<file path="config.mk">
export PLATFORM = sky130hd
export DESIGN_NAME = cordic_delta_i_gen
export DESIGN_NICKNAME = d
export VERILOG_FILES = /design/src/rtl/cordic_delta_i_gen.sv
export SDC_FILE = /design/constraint.sdc
export NUM_CORES = 1
export LEC_CHECK = 0
export CAP_MARGIN = 20
export CORE_UTILIZATION = 30
export DETAILED_ROUTE_END_ITERATION = 12
export SETUP_SLACK_MARGIN = 0.3
export SLEW_MARGIN = 20
export SYNTH_ARGS = -nofsm -noshare
export SYNTH_HDL_FRONTEND = slang
export SYNTH_SLANG_ARGS = --single-unit
</file>
<file path="constraint.sdc">
create_clock -name clk -period 6.6 [get_ports clk]
set_clock_uncertainty 0.05 [all_clocks]
set_input_delay 0.99 -clock clk [delete_from_list [all_inputs] [get_ports clk]]
set_output_delay 0.99 -clock clk [all_outputs]
set_load 0.05 [all_outputs]
</file>
<file path="src/rtl/cordic_delta_i_gen.sv">
`default_nettype none
// ============================================================================
// Module      : cordic_delta_i_gen
// Description : Residual-angle register and rotation-direction (sign) output
//               for a circular-mode CORDIC angle datapath. Define
//               CORDIC_DELTA_DBG_EN to expose the residual registers.
// Revision    : 1.0 - initial release
// ============================================================================
module cordic_delta_i_gen #(
    parameter int WIDTH = 16
) (
    input  logic             clk,
    input  logic             rst,
    input  logic [WIDTH-1:0] theta,
    input  logic [WIDTH-1:0] alpha_i,
    input  logic             async_LD,
`ifdef CORDIC_DELTA_DBG_EN
    output logic [WIDTH-1:0] e_i,
    output logic [WIDTH-1:0] e_i1,
`endif
    output logic             delta
);

    logic [WIDTH-1:0] r_e;
    logic [WIDTH-1:0] w_e_step;

    // Sign of the residual picks the direction; a zero residual subtracts.
    always_comb begin
        w_e_step = r_e - alpha_i;
        if (r_e[WIDTH-1]) begin
            w_e_step = r_e + alpha_i;
        end
    end

    always_ff @(posedge clk) begin
        if (rst) begin
            r_e <= '0;
        end else if (async_LD) begin
            r_e <= theta;
        end else begin
            r_e <= w_e_step;
        end
    end

    assign delta = r_e[WIDTH-1];

`ifdef CORDIC_DELTA_DBG_EN
    logic [WIDTH-1:0] r_e_prev;

    // Previous residual only advances on edges where the residual really moves.
    always_ff @(posedge clk) begin
        if (rst || async_LD) begin
            r_e_prev <= '0;
        end else if (w_e_step != r_e) begin
            r_e_prev <= r_e;
        end
    end

    assign e_i  = r_e;
    assign e_i1 = r_e_prev;
`endif

endmodule
`default_nettype wire

</file>
# == Word level (Yosys, flattened, before mapping) ==
# Cells that the tools add are included.
# word_totals
register_bits,16
inputBits,35
word_cells,5
# classes
n_addsub,2
muxes,2
# ops
operator,count
16-bit 2-to-1 mux,2
16-bit adder,1
16-bit subtractor,1

# == Longest topological paths before layout ==
# logic_depth
word_depth,3
mapped_depth,12
depth_no_buf,12

# == Worst setup path after synthesis ==
# Ideal clock, no wire load.
# synth_path
kind,in2reg
startpoint,input alpha_i[4]
endpoint,register r_e[11]
setup_time_ps,79
arrival_ps,3588
path_slack_ps,2883
path_stages,11
path_buffers,0
cell_sequence,or4_4 > nor2_1 > a31o_2 > o21ai_0 > xor2_1 > ha_1 > a21o_1 > a31oi_1 > o21ai_0 > or4b_2 > o211ai_1
# synth_via
elab_chain_cells,3
word_cells_on_any_way,4
classes_between,add/sub: 2; mux: 2
# synth_rtl
item,line_no,source
"start, declared",15,"input logic [WIDTH-1:0] alpha_i,"
16-bit subtractor / 16-bit adder (equally long branches),"29, 31",
16-bit 2-to-1 mux (*),30,if (r_e[WIDTH-1]) begin
16-bit 2-to-1 mux (*),38,end else if (async_LD) begin
"end signal, assigned",39,r_e <= theta;
"end signal, assigned",41,r_e <= w_e_step;
"end, declared",24,logic [WIDTH-1:0] r_e;
# Mark *: on every way between the ends. The rest lies on a longest branch, timed or not.
# A chain may end at the register's enable or synchronous reset.

# == Worst setup path after layout ==
# Ends and elaborated chain as after synthesis.

==> flow_metrics.tcl <==
set metrics [dict create \
    status "complete, no violations" \
    antenna_found_initial 0 \
    largest_reg_flops 16 \
    worst_ep_arrival_time_ns 4.32 \
    synth_top_area_share_pct 19.8 \
    ctsResizeCount 0 \
    gp_routability_congestion 0.843 \
    ios 36 \
    hold_buffers 0 \
    syn_area_per_cell_um2 8.02 \
    synth_nets 258 \
    synthArstFlopShare_pct 0 \
    drv_cap 0 \
    synth_ff_type "dfxtp_1" \
    cts_sinks 16 \
    cp_slowest_cell "or4b_2" \
    ir_drop_v 0.0000875 \
    rsz0062_at_grt "no" \
    setup_viol_count_final 0 \
    core-area_um2 5140 \
    start_util_pct 31.5 \
    critical_path.max_fanout 4 \
    synth.area.top_cells "dfxtp_1 (20%), ha_1 (15%), xor2_1 (9.2%), nor2_1 (6.7%), a21oi_1 (5.3%)" \
    comb_power_share_pct 57.4 \
    final.setup.tns_ns 0 \
    cts_buffer_depth 2 \
    top_register "r_e" \
    vias_per_cell 5.01 \
    drc_errors 0 \
    drtAntennaViolNets 0 \
    pwr-share-clk_pct 17.8 \
    min_period_ns 4.20 \
    yosysMostFrequentCell "nor2_1" \
    grt_pass1_vias 1390 \
    fmax_mhz 238 \
    synth_edf_count 0 \
    syn-cell-area_um2 1620 \
    hpwl_um 3070 \
    r2r_slack_ns 3.60 \
    start_kind "input pin" \
    synth-seq-cells 16 \
    die_h_um 75.5 \
    internal_power_mw 0.305 \
    synthToLayoutAreaGrowth_pct 29.1 \
    n_fill_cell 568 \
    grt_usage_pct 14.4 \
    tightestPinTransition_ns 1.05 \
    endpoint_kind "register" \
    nets 292 \
    switchingPower_mw 0.206 \
    synth_warnings 0 \
    numPortBuffers 35 \
    die_w_um 75.5 \
    final-max-slew-violation-count 0 \
    placementRows 26 \
    synth-seq-area-share_pct 19.8 \
    hold_ws_ns 0.542 \
    finalWirelength_um 3930 \
    drt_iter0_drc 48 \
    top_regs "r_e: 16 flops" \
    grt_pass1_wl_um 6200 \
    pwr-share-seq_pct 24.8 \
    grt_start_max_net_pins 26 \
    r2r_end "r_e[11]" \
    hold_violations 0 \
    syn_inst 202 \
    layout-drive-gt1-share_pct 5.53 \
    cp_num_buf_inv 1 \
    r2r-start "r_e[15]" \
    tritoncts "yes" \
    clk_pin_slew_ns 0.06 \
    max_slew_margin_pct 30.1 \
    min_from "r_e[0]" \
    critical_path_class "in2reg" \
    cp.required_ns 6.72 \
    critPathTopFamily "simple AND/OR/NAND/NOR gates" \
    yosysTopAreaCell "dfxtp_1" \
    num_vias 1527 \
    crit_top_cell "o21ai_0" \
    clkLatencyLatePin_ns 0.26 \
    wl_per_cell_um 12.9 \
    die-area_um2 5690 \
    gr-total-overflow 0 \
    holdPathEnd "r_e[0]" \
    hp-class "reg2reg" \
    cts_buffers 3 \
    dpl-instance-area_um2 2030 \
    htreeDepth 1 \
    slowest_delay_ns 0.62 \
    fin_crit_sh_pct 63.6 \
    antenna_cells 0 \
    final_cell_area_um2 2090 \
    drt_pass1_iterations 4 \
    sw_frac_of_total_pct 40.3 \
    cts_root_buffer "clkbuf_8" \
    crit_chain "clkdlybuf4s50_1 -> or4_4 -> nor2_1 -> a31o_2 -> o21ai_0 -> xor2_1 -> ha_1 -> a21o_1 -> a31oi_1 -> o21ai_0 -> or4b_2 -> o211ai_1" \
    ys_types 40 \
    synth_commonest_cells "nor2_1 (29), ha_1 (20), a21oi_1 (17), xor2_1 (17), dfxtp_1 (16)" \
    hold_path_depth 3 \
    worstRegToRegCells 8 \
    cts_setup_buffers 0 \
    p_per_area_nw_per_um2 245 \
    p_leak_nw 0.883 \
]
[worst reg2reg max path: cells and delay by family (launching register included)]
kind	cells	cell delay [ns]
simple gates	2	0.78
compound gates	4	0.71
flops	1	0.65
mux	1	0.43
fa+ha+maj	1	0.30
[cell type report]
type                    count  area, µm²  share of cell area (%)
multi-input cells         173       1250                    59.8
repair buffers             35        350                    16.8
flip-flops and latches     16        320                    15.3
well taps                  70       87.6                    4.19
clock buffers               4       55.1                    2.63
inverters                   7       26.3                    1.26
[cells by family after synthesis]
logic type,Yosys count,share of synthesized area (%)
compound gates,61,24.6
xor+xnor,25,13.5
fa+ha+maj,21,16.7
buf+inv,13,3.01
flops,16,19.8
mux,7,4.41
simple gates,59,18.0
[through the flow]
step,worst slack (ns),utilization (%),instances,power [mW]
3_5_place_dp,2.20,39.6,301,0.418
6_report,2.40,40.7,305,0.512
2_1_floorplan,2.88,-,202,0.348
5_1_grt,2.19,40.7,305,0.557
3_3_place_gp,2.24,39.6,301,0.420
4_1_cts,2.44,40.7,305,0.511
[power groups by stage]
stage                     registers, mW  clock network, mW  logic [mW]
after global routing              0.129             0.0970       0.330
final                             0.127             0.0911       0.294
after detailed placement          0.129                  0       0.289
after CTS                         0.127             0.0919       0.292
after floorplan                   0.127                  0       0.220
after global placement            0.129                  0       0.291
[worst max-delay path by stage]
stage,slack [ns],from,depth (start not counted),end
floorplan,2.88,alpha_i[4],11,r_e[11]
global placement,2.24,alpha_i[4],12,r_e[11]
detailed placement,2.20,alpha_i[4],12,r_e[11]
CTS,2.44,alpha_i[4],12,r_e[11]
global route,2.19,alpha_i[4],12,r_e[11]
finish,2.40,alpha_i[4],12,r_e[11]
[cells in the final DEF, fill, tap and decap left out, types with 3 or more instances in the layout]
| master | instances |
|---|---|
| clkdlybuf4s50_1 | 35 |
| nor2_1 | 29 |
| ha_1 | 20 |
| xor2_1 | 17 |
| a21oi_1 | 17 |
| dfxtp_1 | 16 |
| nand2_1 | 12 |
| o21ai_0 | 10 |
| xnor2_1 | 8 |
| inv_1 | 7 |
| nor3_1 | 6 |
| a21o_1 | 6 |
| mux2i_1 | 6 |
| o22ai_1 | 5 |
| o21a_1 | 4 |
| clkbuf_8 | 4 |
| a31oi_1 | 3 |
| a211oi_1 | 3 |
[layer usage]
layer / global-route usage [%] / wire [µm]
met4: 4.94 / 56
met3: 1.72 / 198
met2: 21.3 / 1630
met1: 21.4 / 2040
met5: 0 / 0
Note: power is estimated with default switching activity, not from simulation.
